`config.mk`:
```
export PLATFORM = sky130hd
export DESIGN_NAME = ac_exec_sequencer
export DESIGN_NICKNAME = d
export VERILOG_FILES = /design/src/rtl/ac_exec_sequencer.sv
export SDC_FILE = /design/constraint.sdc
export NUM_CORES = 1
export LEC_CHECK = 0
export BUFFER_PORTS_ARGS = -buffer_cell sky130_fd_sc_hd__buf_4
export CAP_MARGIN = 20
export CELL_PAD_IN_SITES_DETAIL_PLACEMENT = 0
export CELL_PAD_IN_SITES_GLOBAL_PLACEMENT = 1
export CORE_MARGIN = 8
export CORE_UTILIZATION = 33
export DETAILED_ROUTE_END_ITERATION = 6
export PLACE_DENSITY = 0.85
export SYNTH_ARGS = -nofsm -noshare
export SYNTH_HDL_FRONTEND = slang
export SYNTH_SLANG_ARGS = --single-unit
```
`constraint.sdc`:
```
create_clock -name clk -period 1.9 [get_ports clk]
set_input_delay 0.285 -clock clk [delete_from_list [all_inputs] [get_ports clk]]
set_output_delay 0.285 -clock clk [all_outputs]
set_load 0.02 [all_outputs]
```
`src/rtl/ac_exec_sequencer.sv`:
```
// Execute-stage sequencer for the Basic Computer accumulator datapath: operand
// fetch (direct or indirect), ALU sequencing, and architectural AC/E/flag state.
module ac_exec_sequencer #(
  parameter int W  = 16,
  parameter int AW = 12
) (
  input  logic          clk,
  input  logic          rst_n,
  input  logic          instr_valid,
  output logic          instr_ready,
  input  logic [W-1:0]  instr,
  output logic          mem_req,
  output logic          mem_we,
  output logic [AW-1:0] mem_addr,
  output logic [W-1:0]  mem_wdata,
  input  logic [W-1:0]  mem_rdata,
  input  logic          mem_ack,
  output logic [W-1:0]  alu_ac,
  output logic [W-1:0]  alu_dr,
  output logic          alu_e_in,
  output logic [2:0]    alu_op,
  input  logic [W-1:0]  alu_out,
  input  logic          alu_co,
  input  logic          alu_ovf,
  input  logic          alu_z,
  input  logic          alu_n,
  input  logic          alu_e_out,
  output logic [W-1:0]  ac,
  output logic          e,
  output logic          flag_z,
  output logic          flag_n,
  output logic          flag_c,
  output logic          flag_v,
  output logic          done,
  output logic          skip,
  output logic          illegal,
  output logic          halted
);

  localparam logic [2:0] OPC_AND = 3'd0;
  localparam logic [2:0] OPC_ADD = 3'd1;
  localparam logic [2:0] OPC_LDA = 3'd2;
  localparam logic [2:0] OPC_STA = 3'd3;
  localparam logic [2:0] OPC_REG = 3'd7;

  localparam logic [2:0] ALU_ADD  = 3'b000;
  localparam logic [2:0] ALU_AND  = 3'b001;
  localparam logic [2:0] ALU_LDA  = 3'b010;
  localparam logic [2:0] ALU_CMA  = 3'b011;
  localparam logic [2:0] ALU_CIR  = 3'b100;
  localparam logic [2:0] ALU_CIL  = 3'b101;
  localparam logic [2:0] ALU_XFER = 3'b110;
  localparam logic [2:0] ALU_CLR  = 3'b111;

  typedef enum logic [2:0] {S_IDLE, S_IND, S_RD, S_EXEC, S_WR} state_t;

  state_t        state_reg, state_next;
  logic [W-1:0]  ir_reg, ir_next;
  logic [AW-1:0] ea_reg, ea_next;
  logic [W-1:0]  dr_reg, dr_next;
  logic [W-1:0]  ac_reg, ac_next;
  logic          e_reg, e_next;
  logic          z_reg, z_next, n_reg, n_next, c_reg, c_next, v_reg, v_next;
  logic          halted_reg, halted_next;
  logic          done_reg, done_next;
  logic          skip_reg, skip_next;
  logic          illegal_reg, illegal_next;
  logic          done_now;
  logic          dr_one;
  logic          alu_wr;

  logic [2:0] instr_opc;
  logic [2:0] ir_opc;
  assign instr_opc = instr[W-2:W-4];
  assign ir_opc    = ir_reg[W-2:W-4];

  always_ff @(posedge clk or negedge rst_n) begin
    if (!rst_n) begin
      state_reg   <= S_IDLE;
      ir_reg      <= '0;
      ea_reg      <= '0;
      dr_reg      <= '0;
      ac_reg      <= '0;
      e_reg       <= 1'b0;
      z_reg       <= 1'b0;
      n_reg       <= 1'b0;
      c_reg       <= 1'b0;
      v_reg       <= 1'b0;
      halted_reg  <= 1'b0;
      done_reg    <= 1'b0;
      skip_reg    <= 1'b0;
      illegal_reg <= 1'b0;
    end else begin
      state_reg   <= state_next;
      ir_reg      <= ir_next;
      ea_reg      <= ea_next;
      dr_reg      <= dr_next;
      ac_reg      <= ac_next;
      e_reg       <= e_next;
      z_reg       <= z_next;
      n_reg       <= n_next;
      c_reg       <= c_next;
      v_reg       <= v_next;
      halted_reg  <= halted_next;
      done_reg    <= done_next;
      skip_reg    <= skip_next;
      illegal_reg <= illegal_next;
    end
  end

  always_comb begin
    state_next   = state_reg;
    ir_next      = ir_reg;
    ea_next      = ea_reg;
    dr_next      = dr_reg;
    ac_next      = ac_reg;
    e_next       = e_reg;
    z_next       = z_reg;
    n_next       = n_reg;
    c_next       = c_reg;
    v_next       = v_reg;
    halted_next  = halted_reg;
    done_next    = 1'b0;
    skip_next    = 1'b0;
    illegal_next = 1'b0;
    done_now     = 1'b0;
    instr_ready  = 1'b0;
    mem_req      = 1'b0;
    mem_we       = 1'b0;
    alu_op       = ALU_XFER;
    dr_one       = 1'b0;
    alu_wr       = 1'b0;

    case (state_reg)
      S_IDLE: begin
        instr_ready = !halted_reg;
        if (instr_valid && !halted_reg) begin
          ir_next = instr;
          ea_next = instr[AW-1:0];
          case (instr_opc)
            OPC_AND, OPC_ADD, OPC_LDA: state_next = instr[W-1] ? S_IND : S_RD;
            OPC_STA:                   state_next = instr[W-1] ? S_IND : S_WR;
            OPC_REG: begin
              if (!instr[W-1]) begin
                state_next = S_EXEC;
              end else begin
                done_next    = 1'b1;
                illegal_next = 1'b1;
              end
            end
            default: begin
              done_next    = 1'b1;
              illegal_next = 1'b1;
            end
          endcase
        end
      end

      S_IND: begin
        mem_req = 1'b1;
        if (mem_ack) begin
          ea_next    = mem_rdata[AW-1:0];
          state_next = (ir_opc == OPC_STA) ? S_WR : S_RD;
        end
      end

      S_RD: begin
        mem_req = 1'b1;
        if (mem_ack) begin
          dr_next    = mem_rdata;
          state_next = S_EXEC;
        end
      end

      S_WR: begin
        mem_req = 1'b1;
        mem_we  = 1'b1;
        if (mem_ack) begin
          done_now   = 1'b1;
          state_next = S_IDLE;
        end
      end

      S_EXEC: begin
        state_next = S_IDLE;
        done_next  = 1'b1;
        case (ir_opc)
          OPC_AND: begin alu_op = ALU_AND; alu_wr = 1'b1; end
          OPC_ADD: begin alu_op = ALU_ADD; alu_wr = 1'b1; end
          OPC_LDA: begin alu_op = ALU_LDA; alu_wr = 1'b1; end
          OPC_REG: begin
            // Highest set bit wins; lower bits are don't-care.
            casez (ir_reg[11:0])
              12'b1???_????_????: begin alu_op = ALU_CLR; alu_wr = 1'b1; end
              12'b01??_????_????: e_next = 1'b0;
              12'b001?_????_????: begin alu_op = ALU_CMA; alu_wr = 1'b1; end
              12'b0001_????_????: e_next = ~e_reg;
              12'b0000_1???_????: begin alu_op = ALU_CIR; alu_wr = 1'b1; end
              12'b0000_01??_????: begin alu_op = ALU_CIL; alu_wr = 1'b1; end
              12'b0000_001?_????: begin alu_op = ALU_ADD; dr_one = 1'b1; alu_wr = 1'b1; end
              12'b0000_0001_????: skip_next = !ac_reg[W-1];
              12'b0000_0000_1???: skip_next = ac_reg[W-1];
              12'b0000_0000_01??: skip_next = (ac_reg == '0);
              12'b0000_0000_001?: skip_next = !e_reg;
              12'b0000_0000_0001: halted_next = 1'b1;
              default: ;
            endcase
          end
          default: ;
        endcase
        if (alu_wr) begin
          ac_next = alu_out;
          e_next  = alu_e_out;
          z_next  = alu_z;
          n_next  = alu_n;
          c_next  = alu_co;
          v_next  = alu_ovf;
        end
      end

      default: state_next = S_IDLE;
    endcase
  end

  assign mem_addr  = ea_reg;
  assign mem_wdata = ac_reg;
  assign alu_ac    = ac_reg;
  assign alu_dr    = dr_one ? {{(W-1){1'b0}}, 1'b1} : dr_reg;
  assign alu_e_in  = e_reg;
  assign ac        = ac_reg;
  assign e         = e_reg;
  assign flag_z    = z_reg;
  assign flag_n    = n_reg;
  assign flag_c    = c_reg;
  assign flag_v    = v_reg;
  // Stores retire in the ack cycle itself; everything else retires one cycle after its update.
  assign done      = done_reg | done_now;
  assign skip      = skip_reg;
  assign illegal   = illegal_reg;
  assign halted    = halted_reg;

endmodule
```
Word-level counts from Yosys, hierarchy flattened
Cells that the tools add are included.
{"block": "word_totals", "word_cells": 107, "inputBits": 57, "regBits": 71}
{"block": "classes", "reduce_logical": 23, "mux": 39, "bitwise_logic": 2, "n_eq_ne": 29}
{"operator": "2-to-1 mux 12 bit", "n": 2}
{"operator": "2-to-1 mux 3 bit", "n": 8}
{"operator": "one-hot mux 12 bit (2 select lines)", "n": 1}
{"operator": "one-hot mux 3 bit (4 select lines)", "n": 2}
{"operator": "== test 3 x 2 -> 1 bit, second input constant", "n": 6}
{"operator": "2-to-1 mux 1 bit", "n": 17}
{"operator": "zero test 16 bit", "n": 1}
{"operator": "2-to-1 mux 16 bit", "n": 1}
{"operator": "one-hot mux 3 bit (5 select lines)", "n": 1}
{"operator": "== test 12 x 1 -> 1 bit, second input constant", "n": 1}
{"operator": "== test 3 x 1 -> 1 bit, second input constant", "n": 4}
{"operator": "== test 11 x 1 -> 1 bit, second input constant", "n": 1}
{"operator": "== test 10 x 1 -> 1 bit, second input constant", "n": 1}
{"operator": "== test 3 bit, second input constant", "n": 3}
{"operator": "== test 9 x 1 -> 1 bit, second input constant", "n": 1}
{"operator": "zero test 3 bit", "n": 3}
{"operator": "one-hot mux 3 bit (3 select lines)", "n": 1}
{"operator": "AND reduction 3 bit", "n": 3}
{"operator": "OR reduction 3 bit", "n": 3}
{"operator": "== test 8 x 1 -> 1 bit, second input constant", "n": 1}
{"operator": "inequality test 2 bit, second input constant", "n": 4}
{"operator": "one-hot mux 1 bit (2 select lines)", "n": 4}
{"operator": "== test 7 x 1 -> 1 bit, second input constant", "n": 1}
{"operator": "== test 6 x 1 -> 1 bit, second input constant", "n": 1}
{"operator": "17 further kinds", "n": 22}

Logic depth before layout (Yosys ltp)
Gate-level depths: netlist of run 1.
{"block": "depth", "word_depth": 7, "ltp_mapped": 8, "depth_no_buf": 5}

Worst setup path after synthesis of run 1
No wires, ideal clock.
{"block": "synth_path", "path_type": "register to register", "startpoint": "reg state_reg[2]", "endpoint": "reg ea_reg[10], in the netlist mem_addr[10]", "path_stages_with_launch": 8, "t_arrival_ns": 1.979, "slack_ns": -0.215, "required_ns": 1.764, "cell_sequence": "dfrtp_1 -> buf_2 -> nor4_2 -> nand2_1 -> a21boi_1 -> clkbuf_1 -> nand2_1 -> o21ai_0"}
{"block": "synth_via", "elab_chain_len": 3}
{"item": "start: declaration", "line_no": "57", "rtl": "state_t state_reg, state_next;"}
{"item": "start signal: assignment", "line_no": "94", "rtl": "state_reg <= state_next;"}
{"item": "== test 3 x 1 -> 1 bit / zero test 3 bit (equally long branches)", "line_no": "134", "rtl": "case (state_reg)"}
{"item": "inequality test 2 bit (no source line) / nonzero test 2 bit (equally long branches)"}
{"item": "AND reduction 3 bit (no source line)"}
{"item": "end signal: assignment", "line_no": "96", "rtl": "ea_reg <= ea_next;"}
{"item": "end: declaration", "line_no": "59", "rtl": "logic [AW-1:0] ea_reg, ea_next;"}
Several ways; a longest one is shown, not always the timed one.
A chain may end at the register's enable or synchronous reset.

Worst setup path after layout of run 1
{"block": "layout_path", "startpoint": "reg ir_reg[9]", "endpoint": "out alu_op[1]"}
{"block": "layout_via", "elab_chain_len": 4}
{"item": "start: declaration", "line_no": "58", "rtl": "logic [W-1:0] ir_reg, ir_next;"}
{"item": "start signal: assignment", "line_no": "95", "rtl": "ir_reg <= ir_next;"}
{"item": "== test 7 x 1 -> 1 bit, or another cell as far along", "line_no": "193", "rtl": "casez (ir_reg[11:0])"}
{"item": "one-hot mux 3 bit (5 select lines) *", "line_no": "193"}
{"item": "one-hot mux 3 bit (4 select lines) *", "line_no": "187", "rtl": "case (ir_opc)"}
{"item": "2-to-1 mux 3 bit *", "line_no": "134"}
{"item": "end: declaration", "line_no": "21", "rtl": "output logic [2:0] alu_op,"}
Mark *: on every way between the ends. The rest lies on a longest branch, timed or not.

==> results of run 1 <==
==> timing repair <==
item / in CTS / in global routing
setup endpoints to repair: 52 / 42
buffers inserted: 9 / 8
hold buffers: 1 / 0
pin swaps: 9 / 26
gates resized for setup: 48 / 23
endpoints found under the hold margin: 32 / 0
gates cloned: 3 / 1
==> worst reg2reg max path, cell delays in order (launching register included) <==
cell	delay, ps
dfrtp_1	390
or3_4	390
a221o_1	350
a21oi_2	210
nor2_4	80
buf_6	150
mux2_4	300
==> synth_stat cells, types with 3 or more instances <==
master    count
nor2_1       13
nand3_1       3
mux2i_1      13
clkbuf_1      5
mux2_2       31
and2_1       18
nand2_1      17
nor4_1        7
a21oi_1       5
o21ai_0      20
buf_2         3
mux2_4       20
or3_1         3
buf_4        34
dfrtp_1      71
inv_1         3
==> worst min path at each step <==
stage	startpoint	end	slack, ps
final	alu_ovf	flag_v$_DFFE_PN0P_	170
after global routing	alu_ovf	flag_v$_DFFE_PN0P_	150
after CTS	alu_ovf	flag_v$_DFFE_PN0P_	150
after detailed placement	rst_n	mem_addr[4]$_DFFE_PN0P_	280
after global placement	rst_n	mem_addr[4]$_DFFE_PN0P_	270
after floorplan	rst_n	ac[0]$_DFFE_PN0P_	-10
==> power by group through the flow <==
stage / registers, mW / logic, mW / clock network [mW]
5_1_grt: 3.00 / 6.17 / 1.48
4_1_cts: 2.89 / 5.76 / 1.39
6_report: 2.89 / 5.81 / 1.35
3_5_place_dp: 2.88 / 5.29 / 0
3_3_place_gp: 2.85 / 5.21 / 0
2_1_floorplan: 3.16 / 3.05 / 0
==> layout make-up <==
class / instances / area [sq um] / share of cell area
well taps: 140 / 175.2 / 0.03238
multi-input cells: 183 / 1649 / 0.3048
clock inverters: 5 / 82.58 / 0.01526
flip-flops and latches: 71 / 1780 / 0.3291
repair buffers: 193 / 1574 / 0.2909
clock buffers: 10 / 137.6 / 0.02544
inverters: 3 / 11.26 / 0.002081
==> metal layers <==
metal / vias to the layer above / part of all wire / track usage / wire length [um]
li1: 1363 / - / - / -
met1: 1429 / 0.41 / 0.1681 / 4506
met2: 101 / 0.50 / 0.2584 / 5459
met3: 9 / 0.082 / 0.04755 / 893
met4: 0 / 0.0069 / 0.03513 / 75
met5: - / 0 / 0 / 0
==> through the flow <==
step / std cells / instance area [sq um] / setup slack (ps) / power (mW)
after floorplan: 302 / 3615 / 14.03 / 6.215
after global placement: 575 / 4851 / -86.40 / 8.061
after detailed placement: 575 / 4851 / -87.11 / 8.179
after CTS: 602 / 5385 / -305.7 / 10.03
after global routing: 605 / 5410 / -366.0 / 10.65
final: 605 / 5410 / -261.0 / 10.05
==> kinds of logic after synthesis <==
group,count (synthesis),synth area share
compound gates,42,0.07409
buf+inv,48,0.09356
mux,64,0.2167
xor+xnor,1,0.002435
simple gates,76,0.1193
flops,71,0.4939
==> flow_summary.json, run 1 <==
{
  "crit_chain": "nor4_4, nand2_2, buf_6, a2111oi_4, o21ai_1, buf_4",
  "final.setup.tns_ps": -5749,
  "rr_endpoint": "ac[2]$_DFFE_PN0P_",
  "synth-main-ff-cell": "dfrtp_1",
  "syn_area_sq_um": 3597,
  "period_needed_ps": 2161,
  "switchingPower_mw": 4.048,
  "critPathCaptureType": "output pin",
  "mostFrequentLayoutCell": "buf_4",
  "syn_avg_cell_area_sq_um": 11.91,
  "layout_common_cells": "164 x buf_4, 68 x dfrtp_1, 31 x mux2_2",
  "diodes": 0,
  "fin_ws_ps": -261.0,
  "globalplace.congestion": 0.8142,
  "die_y_um": 120.4,
  "power.leakage_nw": 2.555,
  "io_pins": 149,
  "min_path_type": "primary input to flop",
  "yosysUniqueCellTypes": 46,
  "hpwl_um": 7959,
  "wl_per_cell_um": 18.07,
  "synth-edff-count": 0,
  "routed-via-count": 2902,
  "antenna_left": 0,
  "arrival_ps": 1880,
  "rows": 38,
  "holdPathStages": 2,
  "relSlewSlack": 0.5844,
  "numCtsBuffers": 9,
  "die_w_um": 120.4,
  "drv_cap": 0,
  "core-area_sq_um": 10750,
  "powerDensity_nw_per_um2": 1858,
  "finalHoldViolCount": 0,
  "vdd_drop_max_uv": 978.5,
  "swShare": 0.4026,
  "clkTransAtPathRegs_ps": 80,
  "seq_area_frac_synth": 0.4939,
  "clock-sinks": 71,
  "async_flop_share": 1.000,
  "synthTopCellsByArea": "dfrtp_1 49%, mux2_2 9.7%, mux2_4 8.3%",
  "grt_pass1_wl_um": 17000,
  "start_util": 0.3348,
  "cp-endpoint": "alu_op[1]",
  "violations": "setup timing",
  "worstSkewPairLatency_ps": 340,
  "drc_errors": 0,
  "path_buf_inv": 2,
  "worst-r2r-setup-slack_ps": -90,
  "p_int_mw": 6.005,
  "drive_gt1_frac": 0.6366,
  "skew_ps": 7.238,
  "finalMaxSlewViolations": 0,
  "grt_max_degree": 35,
  "crit_fanout": 3,
  "yosysTopAreaCell": "dfrtp_1",
  "syn_to_final_growth_pct": 50.40,
  "synth_top_area_frac": 0.4939,
  "grtUsageTotal": 0.1465,
  "syn-num-nets": 359,
  "via_per_inst": 4.797,
  "h-tree-depth": 3,
  "reg2regPathDepth": 6,
  "dr.pass1.iters": 5,
  "cpMaxStageDelayCell": "dfrtp_1",
  "drt-initial-drc-count": 160,
  "power_frac_clock": 0.134,
  "startpoint_type": "flop",
  "fillCellCount": 964,
  "antenna_found_initial": 0,
  "yosys_warnings": 0,
  "tritoncts": "done",
  "reg2reg_from": "ir_reg[6]$_DFFE_PN0P_",
  "io_buffer_count": 148,
  "critPathLaunch": "ir_reg[9]$_DFFE_PN0P_",
  "synth_seq_cells": 71,
  "grt_pass1_vias": 3154,
  "grt_overflow_total": 0,
  "grt_setup_unrepaired": "true",
  "seq_power_share": 0.288,
  "synth_cells": 302,
  "path_class": "flop to output pin",
  "p_comb_frac": 0.578,
  "cts_root_buf": "clkbuf_8",
  "status": "complete, but fails checks",
  "setup_viol_count_final": 38,
  "nNetsFinal": 518,
  "slowest_delay_ps": 410,
  "period_share": 1.137,
  "final_util": 0.5035,
  "max_freq_ghz": 0.4628,
  "crit_cells": 6,
  "fp.dieArea_sq_um": 14500,
  "holdWs_ps": 169.7,
  "path_delay_family": "simple AND/OR/NAND/NOR gates",
  "required_ps": 1620,
  "ctsLongestPathBuffers": 2,
  "wl_um": 10940,
  "tightest_slew_ps": 621.9
}
(Power assumes the default switching activity.)
==> inputs of run 2 (changes only) <==
--- a/config.mk
+++ b/config.mk
@@ -13,4 +13,6 @@
 export CORE_UTILIZATION = 33
+export CTS_CLUSTER_SIZE = 25
 export DETAILED_ROUTE_END_ITERATION = 6
 export PLACE_DENSITY = 0.85
+export SKIP_CTS_REPAIR_TIMING = 1
 export SYNTH_ARGS = -nofsm -noshare
--- a/constraint.sdc
+++ b/constraint.sdc
@@ -3,2 +3,2 @@
 set_output_delay 0.285 -clock clk [all_outputs]
-set_load 0.02 [all_outputs]
+set_load 0.05 [all_outputs]
==> flow_summary.json, run 2 (same netlist as run 1, synthesis figures left out) <==
{
  "status": "complete, but fails checks",
  "violations": "setup timing",
  "route.met3.wl_um": 831,
  "fin_ws_ps": -363.7,
  "h-tree-depth": 3,
  "numCtsBuffers": 9,
  "wl_um": 10850,
  "dr.max_layer_used": "met4",
  "grt_setup_unrepaired": "true",
  "path_delay_family": "simple AND/OR/NAND/NOR gates",
  "grt_max_degree": 37,
  "cts_root_buf": "clkbuf_8",
  "required_ps": 1620,
  "min_path_type": "primary input to flop",
  "globalplace.congestion": 0.8059,
  "holdWs_ps": 163.2,
  "grt_overflow_total": 0,
  "nNetsFinal": 518,
  "clkTransAtPathRegs_ps": 80,
  "diodes": 0,
  "fp.dieArea_sq_um": 14500,
  "drt-initial-drc-count": 82,
  "place_ws_ps": -40.21,
  "core-area_sq_um": 10750,
  "routed-via-count": 2857,
  "antenna_found_initial": 0,
  "max_freq_ghz": 0.4418,
  "cpMaxStageDelayCell": "dfrtp_1",
  "die_y_um": 120.4,
  "critPathMostFrequentCell": "buf_6",
  "period_share": 1.191,
  "crit_fanout": 16,
  "relSlewSlack": 0.5905,
  "io_buffer_count": 148,
  "drc_errors": 0,
  "finalMaxSlewViolations": 0,
  "wl_met2_um": 5321,
  "worstSkewPairLatency_ps": 350,
  "drive_gt1_frac": 0.6309,
  "grtUsageTotal": 0.1363,
  "rows": 38,
  "hpwl_um": 7799,
  "layout_common_cells": "161 x buf_4, 69 x dfrtp_1, 31 x mux2_2",
  "path_class": "flop to output pin",
  "slowest_delay_ps": 400,
  "via_per_inst": 4.715,
  "skew_ps": 12.29,
  "period_needed_ps": 2264,
  "clock-sinks": 71,
  "critPathCaptureType": "output pin",
  "grt_pass1_wl_um": 15680,
  "final.setup.tns_ps": -6917,
  "die_w_um": 120.4,
  "tritoncts": "done",
  "drv_cap": 0,
  "wl_per_cell_um": 17.90,
  "startpoint_type": "flop",
  "final_util": 0.5058,
  "antenna_left": 0,
  "grt_pass1_vias": 2979,
  "syn_to_final_growth_pct": 51.10,
  "setup_viol_count_final": 38,
  "met1Wirelength_um": 4610,
  "dr.pass1.iters": 4,
  "finalHoldViolCount": 0,
  "io_pins": 149,
  "crit_chain": "nor4_2, nand2_1, nor2_2, nand3_1, buf_6, and2_1, buf_6",
  "mostFrequentLayoutCell": "buf_4",
  "ctsLongestPathBuffers": 2,
  "arrival_ps": 1980,
  "start_util": 0.3348,
  "path_buf_inv": 2,
  "tightest_slew_ps": 610.7
}
-- run 2: per-layer routing --
metal,global-route usage,vias to the layer above
met5,0,-
met4,0.04528,0
met3,0.04755,8
met2,0.2237,95
met1,0.1635,1392
li1,-,1362
-- run 2: cell type report --
class	instances	area, sq um
clock inverter	5	56.30
timing repair buffer	192	1623
tap	140	175.2
inverter	3	11.26
fill	985	5310
multi-input combinational	184	1639
clock buffer	11	151.4
sequential	71	1779
-- run 2: worst register-to-register path, cell delays in order (launching register included) --
cell,delay [ps]
dfrtp_1,380
or3_4,380
a221o_1,310
a21oi_2,210
nor2_4,100
clkbuf_16,170
mux2_4,290
-- run 2: worst paths after layout --
path | start | endpoint | slack (ps) | cells past startpoint
max in group asynchronous | rst_n | dr_reg[3]$_DFFE_PN0P_ | 870 | 3
min in group asynchronous | rst_n | done_reg$_DFF_PN0_ | 430 | 2
worst max register to register | ir_reg[5]$_DFFE_PN0P_ | ac[13]$_DFFE_PN0P_ | -70 | 6
worst min-delay path | alu_out[14] | ac[14]$_DFFE_PN0P_ | 160 | 2
worst min register to register | mem_addr[7]$_DFFE_PN0P_ | mem_addr[7]$_DFFE_PN0P_ | 490 | 2
worst max-delay path | ir_reg[11]$_DFFE_PN0P_ | alu_dr[1] | -360 | 7
-- run 2: through the flow --
stage,instances,cell area (sq um)
6_report,606,5435
5_1_grt,606,5435
4_1_cts,601,5185
3_5_place_dp,585,4977
3_3_place_gp,585,4977
2_1_floorplan,302,3684
Power of run 2 is not shown: default switching activity piles up to over one toggle a cycle in this logic, so the estimate is an artifact.
==> inputs of run 3 (changes only) <==
==> constraint.sdc (replaced) <==
create_clock -name clk -period 1.9 [get_ports clk]
set_input_delay 0.19 -clock clk [delete_from_list [all_inputs] [get_ports clk]]
set_output_delay 0.19 -clock clk [all_outputs]
set_load 0.05 [all_outputs]
==> flow_summary.json, run 3 (same netlist as run 1, synthesis figures left out) <==
{
  "drv_cap": 0,
  "grt_setup_unrepaired": "true",
  "slowest_delay_ps": 410,
  "period_needed_ps": 2156,
  "relSlewSlack": 0.6685,
  "grt_pass1_vias": 3006,
  "numCtsBuffers": 9,
  "rows": 38,
  "startpoint_type": "flop",
  "globalplace.congestion": 0.8451,
  "start_util": 0.3348,
  "final.setup.tns_ps": -5889,
  "via_per_inst": 4.821,
  "tritoncts": "done",
  "h-tree-depth": 3,
  "fin_ws_ps": -256.2,
  "layout_common_cells": "158 x buf_4, 69 x dfrtp_1, 31 x mux2_2",
  "finalHoldViolCount": 0,
  "grt_max_degree": 38,
  "min_path_type": "primary input to flop",
  "nNetsFinal": 511,
  "reg2reg_from": "ir_reg[6]$_DFFE_PN0P_",
  "violations": "setup timing",
  "cpMaxStageDelayCell": "dfrtp_1",
  "drt-initial-drc-count": 140,
  "finalMaxSlewViolations": 0,
  "arrival_ps": 1970,
  "antenna_left": 0,
  "core-area_sq_um": 10750,
  "critPathCaptureType": "output pin",
  "antenna_found_initial": 0,
  "worstSkewPairLatency_ps": 340,
  "ctsLongestPathBuffers": 2,
  "clock-sinks": 71,
  "path_delay_family": "simple AND/OR/NAND/NOR gates",
  "die_w_um": 120.4,
  "max_freq_ghz": 0.4638,
  "fillCellCount": 998,
  "syn_to_final_growth_pct": 50.02,
  "setup_viol_count_final": 38,
  "period_share": 1.135,
  "io_pins": 149,
  "clkTransAtPathRegs_ps": 80,
  "wl_um": 10980,
  "path_buf_inv": 2,
  "io_buffer_count": 148,
  "crit_cells": 7,
  "fp.dieArea_sq_um": 14500,
  "dr.pass1.iters": 6,
  "crit_fanout": 8,
  "critPathMostFrequentCell": "buf_8",
  "holdWs_ps": 76.65,
  "diodes": 0,
  "crit_chain": "nor4_4, nand2_2, nor2_4, nand3_4, buf_8, and2_4, buf_8",
  "grt_overflow_total": 0,
  "required_ps": 1710,
  "wl_per_cell_um": 18.33,
  "reg2regPathDepth": 6,
  "grtUsageTotal": 0.1365,
  "status": "complete, but fails checks",
  "tightest_slew_ps": 493.5,
  "drive_gt1_frac": 0.6318,
  "routed-via-count": 2888,
  "die_y_um": 120.4,
  "hpwl_um": 7815,
  "drc_errors": 0,
  "grt_pass1_wl_um": 15790,
  "holdPathStages": 2,
  "hold_start": "alu_out[1]",
  "cts_root_buf": "clkbuf_8",
  "mostFrequentLayoutCell": "buf_4",
  "skew_ps": 10.77,
  "critPathLaunch": "ir_reg[11]$_DFFE_PN0P_",
  "path_class": "flop to output pin"
}
[run 3: layout make-up]
cell class	count	area [sq um]	share of cell area
sequential	71	1779	0.3297
tap	140	175.2	0.03246
clock inverter	5	38.79	0.007188
inverter	3	11.26	0.002087
timing repair buffer	185	1593	0.2952
clock buffer	11	151.4	0.02805
multi-input combinational	184	1648	0.3054
[run 3: path summary, 6_finish.rpt]
path	slack (ps)	endpoint
max	-260	alu_dr[6]
min	80	ac[1]$_DFFE_PN0P_
max reg2reg	-100	ac[9]$_DFFE_PN0P_
min reg2reg	480	mem_addr[6]$_DFFE_PN0P_
max in group asynchronous	940	state_reg[2]$_DFFE_PN0P_
min in group asynchronous	350	skip$_DFF_PN0_
[run 3: per-layer routing]
layer	global-route usage	up-vias	wire length (um)
met3	0.05781	4	903
met2	0.2223	100	5437
met5	0	-	0
li1	-	1343	-
met4	0.03591	0	46
met1	0.1623	1441	4593
[run 3: worst reg2reg max path: cells and delay by family, from the launching register on]
kind,cells,cell delay [ps]
AOI/OAI and AO/OA,2,540
muxes,1,300
DFF,1,400
buffers and inverters,1,160
and+or+nand+nor,2,480
[run 3: stage by stage]
step           cell area (sq um)  std cells  worst slack [ps]  utilization
5_1_grt                     5396        599            -383.2       0.5022
6_report                    5396        599            -256.2       0.5022
4_1_cts                     5050        591            -393.8       0.4700
3_3_place_gp                4860        575            -113.7       0.4523
3_5_place_dp                4860        575            -140.9       0.4523
2_1_floorplan               3654        302            -221.9            -
Power of run 3 is left out for the same reason.
